$ cat config.mk
export PLATFORM = sky130hd
export DESIGN_NAME = uart_tx_cfg_flat
export DESIGN_NICKNAME = d
export VERILOG_FILES = /design/src/rtl/uart_tx_pkg.sv /design/src/rtl/uart_tx_cfg_if.sv /design/src/rtl/uart_baud_gen.sv /design/src/rtl/uart_tx_cfg.sv /design/src/flat_wrapper.sv
export SDC_FILE = /design/constraint.sdc
export NUM_CORES = 1
export LEC_CHECK = 0
export BUFFER_PORTS_ARGS = -buffer_cell sky130_fd_sc_hd__buf_2
export CAP_MARGIN = 20
export CELL_PAD_IN_SITES_DETAIL_PLACEMENT = 0
export CELL_PAD_IN_SITES_GLOBAL_PLACEMENT = 1
export CORE_MARGIN = 5
export CORE_UTILIZATION = 48
export DETAILED_ROUTE_END_ITERATION = 10
export PLACE_DENSITY = 0.82
export SYNTH_ARGS = -nofsm -noshare
export SYNTH_HDL_FRONTEND = slang
export SYNTH_SLANG_ARGS = --single-unit
export TNS_END_PERCENT = 100
$ cat constraint.sdc
create_clock -name clk -period 3.4 [get_ports clk]
set_input_delay 0 -clock clk [delete_from_list [all_inputs] [get_ports clk]]
set_output_delay 0 -clock clk [all_outputs]
set_load 0.02 [all_outputs]
$ cat src/rtl/uart_tx_pkg.sv
`default_nettype none
// ============================================================================
// uart_tx_pkg : shared types and helpers for the configurable UART transmitter
// Rev 1.0
// ============================================================================
package uart_tx_pkg;

    typedef enum logic [2:0] {
        IDLE   = 3'd0,
        START  = 3'd1,
        DATA   = 3'd2,
        PARITY = 3'd3,
        STOP   = 3'd4
    } tx_state_e;

    localparam logic PAR_EVEN = 1'b0;
    localparam logic PAR_ODD  = 1'b1;

    // Serial bit times in one frame: start + payload + optional parity + 1 or 2 stops.
    function automatic int unsigned frame_bits(input int unsigned data_width,
                                               input logic        par_en,
                                               input logic        stop2);
        return 32'd2 + data_width + {31'd0, par_en} + {31'd0, stop2};
    endfunction

endpackage : uart_tx_pkg
`default_nettype wire

$ cat src/rtl/uart_tx_cfg_if.sv
`default_nettype none
// ============================================================================
// uart_tx_cfg_if : word/handshake bundle between the byte source and the UART TX
// Rev 1.0
// ============================================================================
interface uart_tx_cfg_if #(
    parameter int DATA_WIDTH = 8
) ();

    logic [DATA_WIDTH-1:0] P_DATA;
    logic                  Data_Valid;
    logic                  Data_Ready;
    logic                  PAR_EN;
    logic                  PAR_TYP;
    logic                  STOP2;

    modport master (
        output P_DATA,
        output Data_Valid,
        output PAR_EN,
        output PAR_TYP,
        output STOP2,
        input  Data_Ready
    );

    modport slave (
        input  P_DATA,
        input  Data_Valid,
        input  PAR_EN,
        input  PAR_TYP,
        input  STOP2,
        output Data_Ready
    );

endinterface : uart_tx_cfg_if
`default_nettype wire

$ cat src/rtl/uart_baud_gen.sv
`default_nettype none
// ============================================================================
// uart_baud_gen : prescale counter issuing one tick every i_presc clocks
// Rev 1.0
// ============================================================================
module uart_baud_gen #(
    parameter int PRESC_W = 6
) (
    input  wire logic               clk,
    input  wire logic               rst,
    input  wire logic               i_restart,
    input  wire logic [PRESC_W-1:0] i_presc,
    output logic                    o_tick
);

    logic [PRESC_W-1:0] r_cnt;
    logic [PRESC_W-1:0] w_term;

    // A prescale of zero is treated as one so the line can never stall.
    assign w_term = (i_presc == '0) ? '0 : (i_presc - PRESC_W'(1));
    assign o_tick = (r_cnt == w_term);

    always_ff @(posedge clk or negedge rst) begin
        if (!rst) begin
            r_cnt <= '0;
        end else if (i_restart || o_tick) begin
            r_cnt <= '0;
        end else begin
            r_cnt <= r_cnt + PRESC_W'(1);
        end
    end

endmodule : uart_baud_gen
`default_nettype wire

$ cat src/rtl/uart_tx_cfg.sv
`default_nettype none
// ============================================================================
// uart_tx_cfg : parametrised UART transmitter with prescaler and holding buffer
// Rev 1.0
// ============================================================================
module uart_tx_cfg
    import uart_tx_pkg::*;
#(
    parameter int DATA_WIDTH = 8,
    parameter int PRESC_W    = 6
) (
    input  wire logic               clk,
    input  wire logic               rst,
    uart_tx_cfg_if.slave            s_if,
    input  wire logic [PRESC_W-1:0] Prescale,
    output logic                    TX_OUT,
    output logic                    busy
);

    localparam int                 c_IDX_W    = (DATA_WIDTH > 1) ? $clog2(DATA_WIDTH) : 1;
    localparam logic [c_IDX_W-1:0] c_LAST_IDX = c_IDX_W'(DATA_WIDTH - 1);

    // Holding buffer
    logic                  r_buf_full;
    logic [DATA_WIDTH-1:0] r_buf_data;
    logic                  r_buf_par_en;
    logic                  r_buf_par_typ;
    logic                  r_buf_stop2;

    // Frame currently on the line
    logic [DATA_WIDTH-1:0] r_data;
    logic                  r_par_en;
    logic                  r_par_typ;
    logic                  r_stop2;
    logic [PRESC_W-1:0]    r_presc;

    tx_state_e             r_state;
    tx_state_e             w_state_nxt;
    logic [c_IDX_W-1:0]    r_bit_idx;
    logic [c_IDX_W-1:0]    w_bit_idx_nxt;
    logic                  r_stop_idx;
    logic                  w_stop_idx_nxt;

    logic                  r_tx;
    logic                  r_busy;
    logic                  w_tx_nxt;

    logic                  w_tick;
    logic                  w_accept;
    logic                  w_stop_last;
    logic                  w_load;
    logic                  w_parity;

    assign w_accept    = s_if.Data_Valid && !r_buf_full;
    assign w_stop_last = (r_stop_idx == r_stop2);
    // A waiting word is loaded either from idle or on the final tick of the
    // last stop bit, which is what makes chained frames gap-free.
    assign w_load      = r_buf_full &&
                         ((r_state == IDLE) || ((r_state == STOP) && w_tick && w_stop_last));
    assign w_parity    = (r_par_typ == PAR_ODD) ? ~^r_data : ^r_data;

    assign s_if.Data_Ready = ~r_buf_full;
    assign TX_OUT          = r_tx;
    assign busy            = r_busy;

    uart_baud_gen #(
        .PRESC_W (PRESC_W)
    ) u_baud_gen (
        .clk       (clk),
        .rst       (rst),
        .i_restart (w_load),
        .i_presc   (r_presc),
        .o_tick    (w_tick)
    );

    always_ff @(posedge clk or negedge rst) begin
        if (!rst) begin
            r_buf_full    <= 1'b0;
            r_buf_data    <= '0;
            r_buf_par_en  <= 1'b0;
            r_buf_par_typ <= PAR_EVEN;
            r_buf_stop2   <= 1'b0;
        end else if (w_accept) begin
            r_buf_full    <= 1'b1;
            r_buf_data    <= s_if.P_DATA;
            r_buf_par_en  <= s_if.PAR_EN;
            r_buf_par_typ <= s_if.PAR_TYP;
            r_buf_stop2   <= s_if.STOP2;
        end else if (w_load) begin
            r_buf_full    <= 1'b0;
        end
    end

    // Frame settings, including the prescaler, stay frozen for the whole frame.
    always_ff @(posedge clk or negedge rst) begin
        if (!rst) begin
            r_data    <= '0;
            r_par_en  <= 1'b0;
            r_par_typ <= PAR_EVEN;
            r_stop2   <= 1'b0;
            r_presc   <= '0;
        end else if (w_load) begin
            r_data    <= r_buf_data;
            r_par_en  <= r_buf_par_en;
            r_par_typ <= r_buf_par_typ;
            r_stop2   <= r_buf_stop2;
            r_presc   <= Prescale;
        end
    end

    always_ff @(posedge clk or negedge rst) begin
        if (!rst) begin
            r_state    <= IDLE;
            r_bit_idx  <= '0;
            r_stop_idx <= 1'b0;
        end else begin
            r_state    <= w_state_nxt;
            r_bit_idx  <= w_bit_idx_nxt;
            r_stop_idx <= w_stop_idx_nxt;
        end
    end

    always_comb begin
        w_state_nxt    = r_state;
        w_bit_idx_nxt  = r_bit_idx;
        w_stop_idx_nxt = r_stop_idx;
        w_tx_nxt       = 1'b1;

        case (r_state)
            IDLE: begin
                w_tx_nxt = 1'b1;
            end
            START: begin
                w_tx_nxt = 1'b0;
                if (w_tick) begin
                    w_state_nxt   = DATA;
                    w_bit_idx_nxt = '0;
                end
            end
            DATA: begin
                w_tx_nxt = r_data[r_bit_idx];
                if (w_tick) begin
                    if (r_bit_idx == c_LAST_IDX) begin
                        w_state_nxt    = r_par_en ? PARITY : STOP;
                        w_stop_idx_nxt = 1'b0;
                    end else begin
                        w_bit_idx_nxt = r_bit_idx + c_IDX_W'(1);
                    end
                end
            end
            PARITY: begin
                w_tx_nxt = w_parity;
                if (w_tick) begin
                    w_state_nxt    = STOP;
                    w_stop_idx_nxt = 1'b0;
                end
            end
            STOP: begin
                w_tx_nxt = 1'b1;
                if (w_tick) begin
                    if (w_stop_last) begin
                        w_state_nxt = IDLE;
                    end else begin
                        w_stop_idx_nxt = 1'b1;
                    end
                end
            end
            default: begin
                w_state_nxt = IDLE;
            end
        endcase

        if (w_load) begin
            w_state_nxt    = START;
            w_bit_idx_nxt  = '0;
            w_stop_idx_nxt = 1'b0;
        end
    end

    // Line level and busy are registered from the current state, so both lag
    // the state by one clock and stay aligned with each other.
    always_ff @(posedge clk or negedge rst) begin
        if (!rst) begin
            r_tx   <= 1'b1;
            r_busy <= 1'b0;
        end else begin
            r_tx   <= w_tx_nxt;
            r_busy <= (r_state != IDLE);
        end
    end

endmodule : uart_tx_cfg
`default_nettype wire

$ cat src/flat_wrapper.sv
// flat-port wrapper written by rule: the top's interface ports become plain ports
module uart_tx_cfg_flat import uart_tx_pkg::*;
#(
    parameter int DATA_WIDTH = 8,
    parameter int PRESC_W    = 6
)
  (clk, rst, Prescale, TX_OUT, busy, s_if_P_DATA, s_if_Data_Valid, s_if_PAR_EN, s_if_PAR_TYP, s_if_STOP2, s_if_Data_Ready);
  uart_tx_cfg_if #(.DATA_WIDTH(DATA_WIDTH)) s_if_i ();
  input  wire logic clk;
  input  wire logic rst;
  input  wire logic [PRESC_W-1:0] Prescale;
  output logic TX_OUT;
  output logic busy;
  input wire logic [$bits(s_if_i.P_DATA)-1:0] s_if_P_DATA;
  input wire logic [$bits(s_if_i.Data_Valid)-1:0] s_if_Data_Valid;
  input wire logic [$bits(s_if_i.PAR_EN)-1:0] s_if_PAR_EN;
  input wire logic [$bits(s_if_i.PAR_TYP)-1:0] s_if_PAR_TYP;
  input wire logic [$bits(s_if_i.STOP2)-1:0] s_if_STOP2;
  output wire logic [$bits(s_if_i.Data_Ready)-1:0] s_if_Data_Ready;
  assign s_if_i.P_DATA = s_if_P_DATA;
  assign s_if_i.Data_Valid = s_if_Data_Valid;
  assign s_if_i.PAR_EN = s_if_PAR_EN;
  assign s_if_i.PAR_TYP = s_if_PAR_TYP;
  assign s_if_i.STOP2 = s_if_STOP2;
  assign s_if_Data_Ready = s_if_i.Data_Ready;
  uart_tx_cfg #(.DATA_WIDTH(DATA_WIDTH), .PRESC_W(PRESC_W)) u_core (.clk(clk), .rst(rst), .s_if(s_if_i), .Prescale(Prescale), .TX_OUT(TX_OUT), .busy(busy));
endmodule
==> summary.txt, run 1 <==
Cells and area
  – Layout area overhead: 17.5%
  – Multi-input gate area: about 1200 µm²
  – Post-layout util: 0.591
  – Fillers: 406
  – Antenna Cells: 0
  – Register area: 1100 µm²
  – Share of cells above drive strength 1: 0.316
  – Final net count: 260

Clock network
  – Clock slew seen by the registers of the worst setup and hold paths: 0.08 ns
  – Clk buf depth: 2
  – Root Buffer: clkbuf_8
  – Htree depth: 2
  – CTS sink cnt: 44
  – CTS tree: done
  – Worst-Skew Late Latency: 0.29 ns
  – Postcts setup bufs: 0
  – TritonCTS Buffers: 5

Power
  – PwrDens: 981 nW/µm²
  – Static Leak: 1.29 nW
  – Max VDD drop: 0.000453 V

Timing
  – Setup TNS: 0 ns
  – Tmin final: between 2 and 3 ns
  – Slew Limit Fails: 0
  – F_max: 367 MHz
  – Worst Clk Skew: 0.00708 ns
  – Final worst-path cycle share: 0.801
  – Final setup fails: 0
  – Pin slew with the least headroom to its limit: 0.946 ns
  – Hold Vio Cnt, Final: 0
  – Slew margin rel.: 0.370
  – RSZ-0062 raised after global routing: no

Critical path
  – Nature of the critical path endpoint: register
  – Kind of critical path: register to register
  – Critical path peak fanout: 16
  – CP delay by family, top: compound AO/OA/AOI/OAI gates
  – Crit path DAT: 2.90 ns
  – CP max-delay cell: dfrtp_1
  – Startpoint types: register
  – Worst path required time: between 3 and 4 ns
  – Critical Path Start: u_core.r_presc[0]
  – Worst r2r src: u_core.r_presc[0]
  – WP buf/inv: 2
  – Crit-path cells: inv_1 > ha_1 > nand2b_4 > and3_1 > or3_4 > a2111oi_4 > a21oi_2 > buf_4 > mux2_4
  – Worst path max stage delay: 0.46 ns

Synth
  – Post-synthesis compound-gate area fraction: 0.0971
  – Area leader, netlist: dfrtp_1
  – Share of synthesized registers carrying an async set or reset: 1.00
  – Xor/xnor cell area share of the yosys netlist: 0.0615
  – Seq/Total Area, Yosys: 0.455
  – Post-Syn Instances: 198
  – Synth Cell Area: roughly 2400 µm²
  – Post-synthesis register bit count: 44
  – Syn_area_per_cell: 12.2 µm²
  – Unique masters post-synth: 50
  – Yosys top cell area share: 0.444
  – Synthesized net count: 222
  – YS warnings: 0
  – Largest family of logic cells by synthesized area: multiplexers
  – Mux contribution to synthesized area: 0.211
  – Post-synth EDFFs: 0
  – Post-synthesis simple-gate area fraction: 0.116
  – Post-synth top flop: dfrtp_1
  – Adder-cell share of the synthesized area: 0.0207
  – Synth top area cells: dfrtp_1 44%, mux2_4 12%, mux2_2 5.1%, xnor2_1 4.3%, ha_1 2.1%

Global route
  – GRT Resource Usage Total: 0.155
  – Grt ovf: 0
  – Antenna violations before repair: 0
  – First-pass GRT wire length: 7800 µm
  – Vias in the first global route: ~1600
  – Most used routing layer in global routing: met1
  – GRT met3 Usage: 0.0344
  – Met1 global-route usage: 0.233
  – Met2 usage: 0.225
  – Largest net degree at the start of global routing: 45

Hold path
  – Min-Delay Startpoint: s_if_Data_Valid
  – Worst hold-check path type: primary input to register

Drt
  – Routed wire length: ~4300 µm
  – 1st-pass router iterations: 4
  – ANT nets after route: 0
  – DRC Markers: 0
  – DR vias: 1578
  – Initial DRC count: 136
  – Vias per cell: 5.19
  – Drt wl/cell: about 14 µm

Place
  – Port buffer count: 22
  – Dpl hpwl: ~3100 µm
  – RePlAce Congestion: 0.780

Floorplanning
  – Row Count: 25
  – Core area: 4820 µm²
  – Die W: 81.0 µm
  – Die height: ~81 µm
  – IO Pins: 23
  – Starting Density: 0.503
  – Die area: around 6600 µm²

Outcome
  – Status: finished clean

Job
  – Max Cap Viol: 0
==> cell families (layout without fill, tap and decap cells) <==
logic type,after synthesis,after routing
DFF,44,44
muxes,37,37
AOI/OAI and AO/OA,30,30
buffers and inverters,17,56
adders and majority gates,4,4
and+or+nand+nor,49,49
xor gates and xnor gates,17,17
==> Yosys cell counts (2+ instances only) <==
cell / instances
dfrtp_1: 43
buf_6: 4
nor2b_1: 3
nand2_1: 7
o31ai_1: 2
a21oi_2: 2
nor3_1: 4
nand2b_1: 2
ha_1: 4
mux2_4: 20
a21boi_0: 2
clkbuf_1: 6
nor3b_1: 4
a21oi_1: 7
mux2i_1: 3
nand3_1: 4
xor2_1: 5
mux2_2: 11
inv_1: 6
mux4_2: 2
xnor2_1: 12
nor2_1: 12
o21ai_0: 6
==> path summary, 6_finish.rpt <==
path / endpoint / slack [ns] / cells after the start
setup / recovery: u_core.r_data[0] / 0.68 / 9
hold / removal: u_core.r_buf_full / 0.18 / 4
setup reg to reg: u_core.r_data[0] / 0.68 / 9
hold reg to reg: u_core.r_data[1] / 0.50 / 1
max in group asynchronous: u_core.r_buf_data[3] / 2.42 / 2
min in group asynchronous: u_core.r_presc[0] / 0.39 / 2
==> worst register-to-register path, delay by kind of cell, from the launching register on <==
family	cells	cell delay (ns)
and+or+nand+nor	3	0.60
adders and majority gates	1	0.22
AOI/OAI and AO/OA	2	0.64
muxes	1	0.33
buffers and inverters	2	0.36
DFF	1	0.46
==> stage by stage <==
step | power [mW] | cell area, µm² | setup WS (ns) | hold WS [ns] | instances
5_1_grt | 3.04 | 2850 | 0.508 | 0.226 | 304
3_3_place_gp | 2.37 | 2550 | 0.734 | 0.209 | 277
2_1_floorplan | 2.19 | 2420 | 0.947 | -0.296 | 198
4_1_cts | 2.81 | 2840 | 0.667 | 0.410 | 303
6_report | 2.79 | 2850 | 0.676 | 0.177 | 304
3_5_place_dp | 2.40 | 2550 | 0.666 | 0.214 | 277
==> per-layer routing <==
metal	routed length, µm	share of wire
met1	2220	0.51
met2	1920	0.44
met3	154	0.036
met4	44	0.010
met5	0	0
==> cell type report <==
cell class / count / share of cell area
Clock buffer: 7 / 0.0268
Tap cell: 67 / 0.0295
Timing Repair Buffer: 42 / 0.107
Multi-Input combinational cell: 137 / 0.431
Clock inverter: 1 / 0.0106
Inverter: 6 / 0.00792
Sequential cell: 44 / 0.387
==> what timing repair did <==
| action | in CTS | in global routing |
|---|---|---|
| hold endpoints to repair | 60 | 0 |
| hold buffers | 18 | 0 |
| gates resized for setup | 0 | 0 |
==> report_power, final <==
group | internal (mW) | switching, mW
sequential | 0.779 | 0.296
clock | 0.220 | 0.171
combinational | 0.755 | 0.570
total | 1.75 | 1.04
==> layout by cell type, fill, tap and decap left out, drive strengths merged, types with 2 or more instances in the layout <==
master and n:
nor3b 4, o31ai 3, mux2 32, dfrtp 43, dlygate4sd3 18, nor2 12, xnor2 12, xor2 5
inv 6, mux4 2, nor2b 3, ha 4, nand2 8, or3 2, buf 24, or2 2
a21boi 3, clkbuf 7, nand2b 3, a21oi 9, nor3 5, mux2i 3, nand3 4, o21ai 7
==> registers in the layout, indices dropped and copies added (netlist names), 3 cells and up <==
register	flops
u_core.r_buf_data	8
u_core.r_data	8
u_core.r_presc	6
u_core.u_baud_gen.r_cnt	6
u_core.r_bit_idx	3
u_core.r_state	3
Power figures use the tool's default switching activity.
==> run 2: changes to the inputs <==
clock period = 2.8 ns   (was 3.4 ns; I/O delays follow)
==> summary.txt, run 2 (synthesis results as in run 1) <==
Critical path
  – CP max-delay cell: dfrtp_1
  – Worst r2r src: u_core.r_presc[0]
  – Reg2reg setup slack: around 0.23 ns
  – Critical path peak fanout: 8
  – Crit path DAT: 2.75 ns
  – Worst path required time: just under 3 ns
  – WP buf/inv: 2
  – Startpoint types: register
  – Nature of the critical path endpoint: register
  – Kind of critical path: register to register
  – Crit-path cells: inv_1 > ha_1 > nand2b_4 > and3_1 > or3_4 > a2111oi_4 > buf_4 > o211ai_2 > nand2_2 > mux2_1
  – Worst path max stage delay: 0.46 ns
  – Reg2reg end: u_core.r_state[2]
  – CP delay by family, top: simple AND/OR/NAND/NOR gates
  – Reg2Reg Depth: 10

Timing
  – Slew Limit Fails: 0
  – Final setup fails: 0
  – Pin slew with the least headroom to its limit: about 0.41 ns
  – Worst Clk Skew: 0.00942 ns
  – Setup TNS: 0 ns
  – Worst Slack Setup Final: between 0.2 and 0.25 ns
  – Slew margin rel.: 0.725
  – Hold Vio Cnt, Final: 0
  – RSZ-0062 raised after global routing: no
  – Final worst-path cycle share: 0.919
  – F_max: 389 MHz
  – Tmin final: 2.57 ns
  – Worst hold slack: roughly 0.056 ns

Global route
  – GRT Resource Usage Total: 0.149
  – Grt ovf: 0
  – Antenna violations before repair: 0
  – First-pass GRT wire length: between 7000 and 8000 µm
  – Vias in the first global route: 1575
  – Largest net degree at the start of global routing: between 40 and 50

Floorplanning
  – Core area: 4820 µm²
  – Die W: 81.0 µm
  – Die area: 6570 µm²
  – IO Pins: 23
  – Starting Density: 0.503
  – Die height: approximately 80 µm
  – Row Count: 25

Cells and area
  – Final net count: 263
  – Post-layout util: 0.604
  – Commonest non-fill, non-tap cell in the layout: dfrtp_1
  – Largest regs: u_core.r_buf_data: 8 flops, u_core.r_data: 8 flops
  – Antenna Cells: 0
  – Layout area overhead: 20.0%
  – Share of cells above drive strength 1: 0.333
  – Most frequent cells in the layout: 43 x dfrtp_1, 22 x buf_2, 20 x mux2_4

Job
  – Max Cap Viol: 0

Clock network
  – Htree depth: 2
  – Number of buffers inserted by hold repair at cts: 18
  – TritonCTS Buffers: 5
  – Clk buf depth: 2
  – Root Buffer: clkbuf_8
  – Clock slew seen by the registers of the worst setup and hold paths: 0.08 ns
  – Postcts setup bufs: 0
  – CTS tree: done
  – CTS sink cnt: 44
  – Worst-Skew Late Latency: 0.30 ns
  – PostCTS Resize Cnt: 0

Power
  – Static Leak: 1.32 nW
  – Max VDD drop: 0.000673 V
  – PwrDens: 1190 nW/µm²

Drt
  – ANT nets after route: 0
  – Initial DRC count: about 110
  – Drt wl/cell: 14.1 µm
  – Vias per cell: 5.07
  – DR vias: 1557
  – 1st-pass router iterations: 4
  – DRC Markers: 0
  – Routed wire length: 4320 µm

Hold path
  – Worst hold-check path type: primary input to async pin

Place
  – RePlAce Congestion: roughly 0.87
  – Worst slack at placement: 0.237 ns
  – Dpl hpwl: 3060 µm
  – Port buffer count: 22

Outcome
  – Status: finished clean
[run 2: cell count changes in the layout (fill, tap and decap cells not counted), sizes merged]
cell	previous run	this run
buf	24	27
clkbuf	7	6
clkinv	0	1
[run 2: layer usage]
metal,vias up,wire length [µm],global-route usage
met1,730,2190,0.218
met4,0,74,0.0524
met5,-,0,0
met2,34,1860,0.218
met3,8,186,0.0333
li1,785,-,-
[run 2: cell type report]
| cell class | count | area, µm² |
|---|---|---|
| well taps | 67 | 83.8 |
| inverters | 6 | 22.5 |
| flip-flops and latches | 44 | 1100 |
| clock buffers | 6 | 82.6 |
| fillers | 389 | 1910 |
| clock inverters | 2 | 38.8 |
| multi-input cells | 137 | 1220 |
| repair buffers | 45 | 353 |
[run 2: worst register-to-register path: cells and delay by family, from the launching register on]
kind            cells  cell delay (ns)
compound gates      2             0.47
fa+ha+maj           1             0.21
buf+inv             2             0.28
flops               1             0.46
mux                 1             0.32
simple gates        4             0.72
[run 2: power breakdown]
part           switching [mW]  leakage, nW  total [mW]  internal (mW)
combinational           0.694        0.730        1.64          0.948
sequential              0.365        0.529        1.31          0.946
clock                   0.215       0.0614       0.506          0.292
total                    1.27         1.32        3.46           2.19
[run 2: worst max-delay path by stage]
stage | to | slack, ns | start | depth (start not counted)
detailed placement | u_core.r_bit_idx[1] | 0.24 | u_core.r_presc[0] | 10
floorplan | u_core.r_state[2] | 0.35 | u_core.r_presc[0] | 10
global placement | u_core.r_bit_idx[1] | 0.31 | u_core.r_presc[0] | 10
CTS | u_core.r_bit_idx[1] | 0.22 | u_core.r_presc[0] | 10
global route | u_core.r_state[2] | 0.08 | u_core.r_presc[0] | 10
finish | u_core.r_state[2] | 0.23 | u_core.r_presc[0] | 10
[run 2: metrics by stage]
step	instances	cell area, µm²	power (mW)
5_1_grt	307	2910	3.72
6_report	307	2910	3.46
3_5_place_dp	280	2590	2.95
3_3_place_gp	280	2590	2.91
4_1_cts	306	2890	3.48
2_1_floorplan	198	2420	2.66
